[config.mk]
export PLATFORM = sky130hd
export DESIGN_NAME = multicycle_control_flat
export DESIGN_NICKNAME = d
export VERILOG_FILES = /design/src/rtl/mips_pkg.sv /design/src/rtl/multicycle_control_if.sv /design/src/rtl/mc_output_decode.sv /design/src/rtl/multicycle_control.sv /design/src/flat_wrapper.sv
export SDC_FILE = /design/constraint.sdc
export NUM_CORES = 1
export LEC_CHECK = 0
export CORE_MARGIN = 8
export CORE_UTILIZATION = 41
export CTS_CLUSTER_DIAMETER = 30
export DETAILED_ROUTE_END_ITERATION = 10
export GPL_ROUTABILITY_DRIVEN = 0
export PLACE_DENSITY = 0.79
export SLEW_MARGIN = 20
export SYNTH_ARGS = -nofsm -noshare
export SYNTH_HDL_FRONTEND = slang
export SYNTH_HIERARCHICAL = 1
export SYNTH_SLANG_ARGS = --single-unit
export TNS_END_PERCENT = 100
[constraint.sdc]
create_clock -name clk -period 2 [get_ports clk]
set_input_delay 0.2 -clock clk [delete_from_list [all_inputs] [get_ports clk]]
set_output_delay 0.2 -clock clk [all_outputs]
set_load 0.02 [all_outputs]
[src/rtl/mips_pkg.sv]
// Shared encodings for the multi-cycle MIPS control path: FSM states, opcodes,
// ALUOp and mux-select constants, and the control bundle driven to the datapath.
package mips_pkg;

   typedef enum logic [3:0] {
      S_FETCH     = 4'd0,
      S_DECODE    = 4'd1,
      S_MEM_ADDR  = 4'd2,
      S_MEM_READ  = 4'd3,
      S_MEM_WB    = 4'd4,
      S_MEM_WRITE = 4'd5,
      S_EXECUTE   = 4'd6,
      S_R_WB      = 4'd7,
      S_BRANCH    = 4'd8,
      S_JUMP      = 4'd9,
      S_ADDI_EX   = 4'd10,
      S_ADDI_WB   = 4'd11
   } state_e;

   localparam logic [5:0] OP_RTYPE = 6'b000000;
   localparam logic [5:0] OP_LW    = 6'b100011;
   localparam logic [5:0] OP_SW    = 6'b101011;
   localparam logic [5:0] OP_BEQ   = 6'b000100;
   localparam logic [5:0] OP_J     = 6'b000010;
   localparam logic [5:0] OP_ADDI  = 6'b001000;

   // Shared with alu_control.
   localparam logic [1:0] ALUOP_ADD   = 2'b00;
   localparam logic [1:0] ALUOP_SUB   = 2'b01;
   localparam logic [1:0] ALUOP_FUNCT = 2'b10;

   localparam logic [1:0] SRCB_B       = 2'b00;
   localparam logic [1:0] SRCB_FOUR    = 2'b01;
   localparam logic [1:0] SRCB_IMM     = 2'b10;
   localparam logic [1:0] SRCB_IMM_SH2 = 2'b11;

   localparam logic [1:0] PCSRC_ALU    = 2'b00;
   localparam logic [1:0] PCSRC_ALUOUT = 2'b01;
   localparam logic [1:0] PCSRC_JUMP   = 2'b10;

   typedef struct packed {
      logic       pc_write;
      logic       pc_write_cond;
      logic       i_or_d;
      logic       mem_read;
      logic       mem_write;
      logic       ir_write;
      logic       mem_to_reg;
      logic       reg_dst;
      logic       reg_write;
      logic       alu_src_a;
      logic [1:0] alu_src_b;
      logic [1:0] alu_op;
      logic [1:0] pc_source;
   } ctrl_t;

   function automatic logic is_legal_op(input logic [5:0] op);
      return (op == OP_RTYPE) || (op == OP_LW) || (op == OP_SW) ||
             (op == OP_BEQ)   || (op == OP_J)  || (op == OP_ADDI);
   endfunction

endpackage

[src/rtl/multicycle_control_if.sv]
// Control <-> datapath bundle: opcode and memory handshake in, control strobes out.
interface multicycle_control_if;

   logic [5:0] opcode;
   logic       mem_ready;
   logic       pc_write;
   logic       pc_write_cond;
   logic       i_or_d;
   logic       mem_read;
   logic       mem_write;
   logic       ir_write;
   logic       mem_to_reg;
   logic       reg_dst;
   logic       reg_write;
   logic       alu_src_a;
   logic [1:0] alu_src_b;
   logic [1:0] alu_op;
   logic [1:0] pc_source;
   logic [3:0] state;
   logic       illegal;

   modport master (
      input  opcode, mem_ready,
      output pc_write, pc_write_cond, i_or_d, mem_read, mem_write, ir_write,
             mem_to_reg, reg_dst, reg_write, alu_src_a, alu_src_b, alu_op,
             pc_source, state, illegal
   );

   modport slave (
      output opcode, mem_ready,
      input  pc_write, pc_write_cond, i_or_d, mem_read, mem_write, ir_write,
             mem_to_reg, reg_dst, reg_write, alu_src_a, alu_src_b, alu_op,
             pc_source, state, illegal
   );

endinterface

[src/rtl/mc_output_decode.sv]
// Moore control decode from the FSM state; only the FETCH write enables look at
// mem_ready so IR and PC load exactly once per completed instruction fetch.
module mc_output_decode
   import mips_pkg::*;
(
   input  state_e state,
   input  logic   mem_ready,
   output ctrl_t  ctrl
);

   always_comb begin
      // NOTE: every field gets a default before the case so no path leaves a
      // control unassigned, which would otherwise infer a latch.
      ctrl = '0;
      case (state)
         S_FETCH: begin
            ctrl.mem_read  = 1'b1;
            ctrl.alu_src_b = SRCB_FOUR;
            ctrl.alu_op    = ALUOP_ADD;
            ctrl.pc_source = PCSRC_ALU;
            ctrl.ir_write  = mem_ready;
            ctrl.pc_write  = mem_ready;
         end
         S_DECODE: begin
            ctrl.alu_src_b = SRCB_IMM_SH2;
            ctrl.alu_op    = ALUOP_ADD;
         end
         S_MEM_ADDR, S_ADDI_EX: begin
            ctrl.alu_src_a = 1'b1;
            ctrl.alu_src_b = SRCB_IMM;
            ctrl.alu_op    = ALUOP_ADD;
         end
         S_MEM_READ: begin
            ctrl.mem_read = 1'b1;
            ctrl.i_or_d   = 1'b1;
         end
         S_MEM_WRITE: begin
            ctrl.mem_write = 1'b1;
            ctrl.i_or_d    = 1'b1;
         end
         S_MEM_WB: begin
            ctrl.reg_write  = 1'b1;
            ctrl.mem_to_reg = 1'b1;
         end
         S_EXECUTE: begin
            ctrl.alu_src_a = 1'b1;
            ctrl.alu_src_b = SRCB_B;
            ctrl.alu_op    = ALUOP_FUNCT;
         end
         S_R_WB: begin
            ctrl.reg_write = 1'b1;
            ctrl.reg_dst   = 1'b1;
         end
         S_BRANCH: begin
            ctrl.alu_src_a     = 1'b1;
            ctrl.alu_src_b     = SRCB_B;
            ctrl.alu_op        = ALUOP_SUB;
            ctrl.pc_write_cond = 1'b1;
            ctrl.pc_source     = PCSRC_ALUOUT;
         end
         S_JUMP: begin
            ctrl.pc_write  = 1'b1;
            ctrl.pc_source = PCSRC_JUMP;
         end
         S_ADDI_WB: ctrl.reg_write = 1'b1;
         default: ;
      endcase
   end

endmodule

[src/rtl/multicycle_control.sv]
// Main control FSM of the multi-cycle MIPS datapath: state register, next-state
// logic, and reset gating of the decoded control bundle.
module multicycle_control
   import mips_pkg::*;
(
   input logic                  clk,
   input logic                  rstn,
   multicycle_control_if.master bus
);

   state_e state_q, state_d;
   ctrl_t  ctrl_raw, ctrl;

   always_comb begin
      state_d = S_FETCH;
      case (state_q)
         S_FETCH:     state_d = bus.mem_ready ? S_DECODE : S_FETCH;
         S_DECODE: begin
            case (bus.opcode)
               OP_LW, OP_SW: state_d = S_MEM_ADDR;
               OP_RTYPE:     state_d = S_EXECUTE;
               OP_BEQ:       state_d = S_BRANCH;
               OP_J:         state_d = S_JUMP;
               OP_ADDI:      state_d = S_ADDI_EX;
               default:      state_d = S_FETCH;
            endcase
         end
         S_MEM_ADDR: begin
            if (bus.opcode == OP_LW)      state_d = S_MEM_READ;
            else if (bus.opcode == OP_SW) state_d = S_MEM_WRITE;
            else                          state_d = S_FETCH;
         end
         S_MEM_READ:  state_d = bus.mem_ready ? S_MEM_WB : S_MEM_READ;
         S_MEM_WRITE: state_d = bus.mem_ready ? S_FETCH  : S_MEM_WRITE;
         S_EXECUTE:   state_d = S_R_WB;
         S_ADDI_EX:   state_d = S_ADDI_WB;
         default:     state_d = S_FETCH;
      endcase
   end

   // NOTE: state registers use non-blocking assignment so every flop samples
   // pre-edge values regardless of block evaluation order.
   always_ff @(posedge clk or negedge rstn) begin
      if (!rstn) state_q <= S_FETCH;
      else       state_q <= state_d;
   end

   mc_output_decode u_output_decode (
      .state     (state_q),
      .mem_ready (bus.mem_ready),
      .ctrl      (ctrl_raw)
   );

   // Gating with rstn kills any write enable the instant reset asserts,
   // without waiting for the state register to settle.
   assign ctrl = rstn ? ctrl_raw : '0;

   assign bus.pc_write      = ctrl.pc_write;
   assign bus.pc_write_cond = ctrl.pc_write_cond;
   assign bus.i_or_d        = ctrl.i_or_d;
   assign bus.mem_read      = ctrl.mem_read;
   assign bus.mem_write     = ctrl.mem_write;
   assign bus.ir_write      = ctrl.ir_write;
   assign bus.mem_to_reg    = ctrl.mem_to_reg;
   assign bus.reg_dst       = ctrl.reg_dst;
   assign bus.reg_write     = ctrl.reg_write;
   assign bus.alu_src_a     = ctrl.alu_src_a;
   assign bus.alu_src_b     = ctrl.alu_src_b;
   assign bus.alu_op        = ctrl.alu_op;
   assign bus.pc_source     = ctrl.pc_source;
   assign bus.state         = state_q;
   assign bus.illegal       = rstn && (state_q == S_DECODE) && !is_legal_op(bus.opcode);

endmodule

[src/flat_wrapper.sv]
// flat-port wrapper written by rule: the top's interface ports become plain ports
module multicycle_control_flat import mips_pkg::*;
  (clk, rstn, bus_opcode, bus_mem_ready, bus_pc_write, bus_pc_write_cond, bus_i_or_d, bus_mem_read, bus_mem_write, bus_ir_write, bus_mem_to_reg, bus_reg_dst, bus_reg_write, bus_alu_src_a, bus_alu_src_b, bus_alu_op, bus_pc_source, bus_state, bus_illegal);
  multicycle_control_if bus_i ();
  input logic clk;
  input logic rstn;
  input wire logic [$bits(bus_i.opcode)-1:0] bus_opcode;
  input wire logic [$bits(bus_i.mem_ready)-1:0] bus_mem_ready;
  output wire logic [$bits(bus_i.pc_write)-1:0] bus_pc_write;
  output wire logic [$bits(bus_i.pc_write_cond)-1:0] bus_pc_write_cond;
  output wire logic [$bits(bus_i.i_or_d)-1:0] bus_i_or_d;
  output wire logic [$bits(bus_i.mem_read)-1:0] bus_mem_read;
  output wire logic [$bits(bus_i.mem_write)-1:0] bus_mem_write;
  output wire logic [$bits(bus_i.ir_write)-1:0] bus_ir_write;
  output wire logic [$bits(bus_i.mem_to_reg)-1:0] bus_mem_to_reg;
  output wire logic [$bits(bus_i.reg_dst)-1:0] bus_reg_dst;
  output wire logic [$bits(bus_i.reg_write)-1:0] bus_reg_write;
  output wire logic [$bits(bus_i.alu_src_a)-1:0] bus_alu_src_a;
  output wire logic [$bits(bus_i.alu_src_b)-1:0] bus_alu_src_b;
  output wire logic [$bits(bus_i.alu_op)-1:0] bus_alu_op;
  output wire logic [$bits(bus_i.pc_source)-1:0] bus_pc_source;
  output wire logic [$bits(bus_i.state)-1:0] bus_state;
  output wire logic [$bits(bus_i.illegal)-1:0] bus_illegal;
  assign bus_i.opcode = bus_opcode;
  assign bus_i.mem_ready = bus_mem_ready;
  assign bus_pc_write = bus_i.pc_write;
  assign bus_pc_write_cond = bus_i.pc_write_cond;
  assign bus_i_or_d = bus_i.i_or_d;
  assign bus_mem_read = bus_i.mem_read;
  assign bus_mem_write = bus_i.mem_write;
  assign bus_ir_write = bus_i.ir_write;
  assign bus_mem_to_reg = bus_i.mem_to_reg;
  assign bus_reg_dst = bus_i.reg_dst;
  assign bus_reg_write = bus_i.reg_write;
  assign bus_alu_src_a = bus_i.alu_src_a;
  assign bus_alu_src_b = bus_i.alu_src_b;
  assign bus_alu_op = bus_i.alu_op;
  assign bus_pc_source = bus_i.pc_source;
  assign bus_state = bus_i.state;
  assign bus_illegal = bus_i.illegal;
  multicycle_control u_core (.clk(clk), .rstn(rstn), .bus(bus_i));
endmodule
* After elaboration in Yosys (flattened, before gate mapping)
Index checks and enable logic that the tools add are counted.
Storage, ports and cells: bits in registers 4
Cells by class: equality and inequality tests 16, muxes and demuxes 20, reductions and logical operators 16
Operators by type and width (count):
- 4-bit one-hot mux with 5 select lines | 2
- 4-bit one-hot mux with 7 select lines | 1
- 4-bit by 3-bit equality test with 1-bit output (second input constant) | 4
- 4-bit equality test (second input constant) | 4
- 16-bit 2-to-1 mux | 1
- 6-bit equality test (second input constant) | 2
- 1-bit 2-to-1 mux | 10
- 3-bit 2-to-1 mux | 3
- 4-bit by 2-bit equality test with 1-bit output (second input constant) | 2
- 2-bit OR reduction | 4
- 6-bit by 2-bit equality test with 1-bit output (second input constant) | 1
- 6-bit by 3-bit equality test with 1-bit output (second input constant) | 1
- 6-bit by 4-bit equality test with 1-bit output (second input constant) | 1
- 6-bit zero test | 1
- 1-bit logical OR | 5
- 4-bit by 1-bit equality test with 1-bit output (second input constant) | 1
- 4-bit zero test | 1
- 4-bit 2-to-1 mux | 1
- 2-bit one-hot mux with 2 select lines | 1
- 4-bit OR reduction | 1
- 3-bit OR reduction | 1
- 1-bit logical AND | 2
- 1-bit one-hot mux with 2 select lines | 1
- 1-bit zero test | 1

* Longest topological paths before layout
depth in word-level cells 8, depth in mapped cells 5, gate-level depth less buffers 4

* Modules after synthesis
Netlist, hierarchy kept.
By module, submodules not included:
- multicycle_control | instances 1, cells each 62, area an instance 461.7 um2, seq. area each 100.1 um2
- mc_output_decode | instances 1, cells each 32, area an instance 212.7 um2, seq. area each 0.0 um2

* Least setup slack after synthesis
Ideal clock, no wire load.
path type reg-to-output, start point register u_core.state_q[1], in the netlist u_core/bus.state[1], end point output bus_ir_write, data arrival time 1.516 ns, path slack 0.284 ns, cell stages (with the launch flop) 6, path buffers 2, cells stage by stage dfrtp_1 buf_6 or2_1 buf_6 nor4b_4 and2_1
RTL lines:
- start, declared | RTL line multicycle_control.sv:11 | state_e state_q, state_d;
- start signal, assigned | RTL line multicycle_control.sv:45 | else state_q <= state_d;
- end, declared | RTL line flat_wrapper.sv:14 | output wire logic [$bits(bus_i.ir_write)-1:0] bus_ir_write;

==> out/summary.log <==
qor: route.post_drt_via_cell_ratio 5.46
qor: layout.nets_final 152
qor: clock_network.post_cts_buffers 0
qor: floorplanning.fp.dieArea 3200 sq um
qor: logic_synthesis.synth_seq_cells 4
qor: clock_network.cts-resized-gates 19
qor: worst_hold_path.min_path_type input port to asynchronous set/reset pin
qor: route.drt_iter0_drc 6
qor: logic_synthesis.netlist_top_cells_area sky130_fd_sc_hd__and2_1 (15%), sky130_fd_sc_hd__dfrtp_1 (15%), sky130_fd_sc_hd__nor2_1 (6.1%), sky130_fd_sc_hd__o21ai_0 (5.2%), sky130_fd_sc_hd__nand2b_1 (4.6%)
qor: floorplanning.pin_count 30
qor: logic_synthesis.yosysWarnings 6
qor: logic_synthesis.cell_type_with_the_highest_aggregate_area_in_the_netlist sky130_fd_sc_hd__and2_1
qor: clock_network.cts_hold_buffers 0
qor: route.remaining_drc_errors 0
qor: logic_synthesis.post_synth_inst_count 94
qor: sta.whs 0.300 ns
qor: power_and_ir_drop.comb_power_share 46.6%
qor: clock_network.cts_buffer_depth 2
qor: layout.layout-area-overhead-vs-synth 67.0%
qor: grt.first_global_vias 849
qor: power_and_ir_drop.switching_fraction 34.3%
qor: floorplanning.die_y 56.6 um
qor: worst_setup_path.cp_cell_sequence or3b_1, a211oi_1, and2_1, clkdlybuf4s15_1
qor: clock_network.worstSkewPairLatency 0.25 ns
qor: floorplanning.floorplan.die.width 56.6 um
qor: sta.timing.final.setup_violations 0
qor: sta.rsz0062_at_grt false
qor: worst_setup_path.cp_top_family simple AND/OR/NAND/NOR gates
qor: worst_setup_path.worstPathMaxFanout 7
qor: power_and_ir_drop.p_switching 0.000127 W
qor: sta.timing_hold_violations_final 0
qor: power_and_ir_drop.p_per_area 329 nW/um^2
qor: power_and_ir_drop.seq_power_share 24.1%
qor: sta.tightest_slew 0.273 ns
qor: route.dr_total_vias 858
qor: placed_design.port_buffers 29
qor: worst_setup_path.timing_worst_setup_path_type flip-flop to output port
qor: sta.period_minus_slack 1.90 ns
qor: logic_synthesis.synth.net_count 103
qor: worst_setup_path.crit_path_max_incr_delay 0.45 ns
qor: sta.fin_skew 0.00658 ns
qor: logic_synthesis.synth_top_area_share 14.8%
qor: worst_setup_path.worst_ep_required_time 1.80 ns
qor: layout.post-route-util 73.9%
qor: sta.maxClockFrequency 525 MHz
qor: floorplanning.core 1520 sq um
qor: clock_network.numCtsBuffers 3
qor: logic_synthesis.syn_avg_cell_area 7.17 sq um
qor: route.postRouteWirelength 2.04 mm
qor: layout.largest_reg_flops 4
qor: floorplanning.std_cell_rows 14
qor: layout.filler_cell_count 134
qor: placed_design.post-place-cells 154
qor: floorplanning.floorplan.initialDensity 44.3%
qor: worst_setup_path.startpoint_type_of_the_worst_setup_path flip-flop
qor: logic_synthesis.synth_sequential_area_ratio 14.8%
qor: placed_design.dp.final_hpwl 1.66 mm
qor: sta.final_slew_viol_count 0
qor: route.ant_nets 0
qor: logic_synthesis.yosys.cell_types.count 35
qor: worst_setup_path.crit_arrival 1.70 ns
qor: clock_network.cts_sinks 4
qor: route.detail_route.first_pass.iterations 4
qor: worst_setup_path.worst_setup_path_end_kind output port
qor: worst_setup_path.worst-path-buf-inv 1
qor: grt.grt_start_max_net_pins 21
qor: logic_synthesis.synth_area 674 sq um
qor: clock_network.h-tree-depth 1
qor: job.cap_violations 0
qor: grt.grt_antenna_before_repair 0
qor: layout.antenna_cells 0
qor: grt.track_usage 13.4%
qor: route.drt-wirelength-per-cell 13.0 um
qor: layout.final_layout_size_suffix_gt1_share 21.3%
qor: layout.post_layout_nonfiller_instances 157
qor: clock_network.cts_tree yes
qor: clock_network.cts_root_buf sky130_fd_sc_hd__clkbuf_4
qor: power_and_ir_drop.cellLeakagePower 0.517 nW
qor: grt.grt_pass1_wl 3.62 mm
qor: worst_setup_path.critPathSlowestCell sky130_fd_sc_hd__dfrtp_2
qor: sta.fin_crit_sh 95.2%
qor: power_and_ir_drop.design_power_total 0.000370 W
qor: run_status.outcome completed
qor: grt.globalRoute.totalOverflow 0
qor: power_and_ir_drop.clockPowerShare 29.3%
qor: power_and_ir_drop.ir_drop 340 uV
qor: power_and_ir_drop.internal_power 0.000243 W
qor: sta.max-slew-margin-rel 81.6%
qor: clock_network.clk_pin_slew_worst_paths 0.04 ns
-- placed cells by master, fill, tap and decap left out, types with 3 or more instances in the layout --
master,n
sky130_fd_sc_hd__nand2b_1,5
sky130_fd_sc_hd__dlygate4sd2_1,12
sky130_fd_sc_hd__nor2_1,11
sky130_fd_sc_hd__clkdlybuf4s15_1,4
sky130_fd_sc_hd__buf_4,19
sky130_fd_sc_hd__clkdlybuf4s50_1,12
sky130_fd_sc_hd__and2_1,16
sky130_fd_sc_hd__dfrtp_1,3
sky130_fd_sc_hd__clkbuf_4,3
sky130_fd_sc_hd__nand2_1,4
sky130_fd_sc_hd__inv_1,4
sky130_fd_sc_hd__nor3_1,4
sky130_fd_sc_hd__o21ai_0,7
-- worst register-to-register path, cell delays in order (launching register included) --
cell                       delay [ns]
sky130_fd_sc_hd__dfrtp_1         0.44
sky130_fd_sc_hd__buf_4           0.18
sky130_fd_sc_hd__buf_4           0.15
sky130_fd_sc_hd__or3b_2          0.46
sky130_fd_sc_hd__o31a_1          0.12
sky130_fd_sc_hd__o211ai_1        0.16
-- kinds of logic after synthesis --
logic type	synth area share, %
AND/OR/NAND/NOR	54.7
AO/OA/AOI/OAI	18.9
buffers and inverters	7.61
flip-flops	14.8
XOR/XNOR	3.90
-- final cells by class --
type	count	area, sq um	share of cell area [%]
well taps	16	20.0	1.78
multi-input cells	81	534	47.4
clock buffers	3	22.5	2.00
flip-flops and latches	4	101	9.00
repair buffers	49	433	38.4
inverters	4	15.0	1.33
-- cell usage after synthesis (all sizes together) --
cell type  instances
nor4               1
nor3               4
or3b               3
buf                4
nor2b              1
a21oi              2
or3                2
and4               1
xnor2              2
a211oi             2
o32ai              1
nor4b              2
and3               2
inv                4
and2              16
nand2              4
o211ai             2
or2b               2
o21ai              7
nor2              11
nor3b              1
nand3b             2
o22ai              1
o31a               1
clkbuf             1
a41oi              1
dfrtp              4
a311o              2
xor2               1
nand2b             5
or2                1
nand3              1
-- through the flow --
stage | instance area [sq um] | setup slack [ns] | setup TNS [ns]
final | 1130 | 0.0953 | 0
after global routing | 1130 | 0.00249 | 0
after CTS | 1120 | 0.0241 | 0
after detailed placement | 1110 | -0.183 | -0.309
after global placement | 1110 | -0.162 | -0.264
after floorplan | 674 | 0.284 | 0
-- worst paths after layout --
check                               startpoint             endpoint  cells past startpoint  slack (ns)
min reg2reg                u_core/bus.state[2]  u_core/bus.state[3]                      3        0.62
max in group asynchronous                 rstn  u_core/bus.state[3]                      2        1.57
min                                       rstn  u_core/bus.state[1]                      2        0.30
max reg2reg                u_core/bus.state[1]  u_core/bus.state[0]                      5        0.41
min in group clk           u_core/bus.state[2]  u_core/bus.state[3]                      3        0.62
max                        u_core/bus.state[3]         bus_pc_write                      4         0.1
-- power groups by stage --
stage / Combinational [W] / Sequential, W / Clock, W
floorplan: 0.0000795 / 0.0000977 / 0
global placement: 0.000172 / 0.0000897 / 0
detailed placement: 0.000176 / 0.0000898 / 0
CTS: 0.000171 / 0.0000890 / 0.000115
global route: 0.000188 / 0.0000901 / 0.000119
finish: 0.000172 / 0.0000893 / 0.000108
-- layer usage --
layer	wire length, um	vias to the layer above	track usage (%)
li1	-	431	-
met1	836	392	12.8
met2	1030	31	24.6
met3	130	4	4.04
met4	42	0	7.22
met5	0	-	0
No activity file was read; power rests on OpenSTA's default activity.
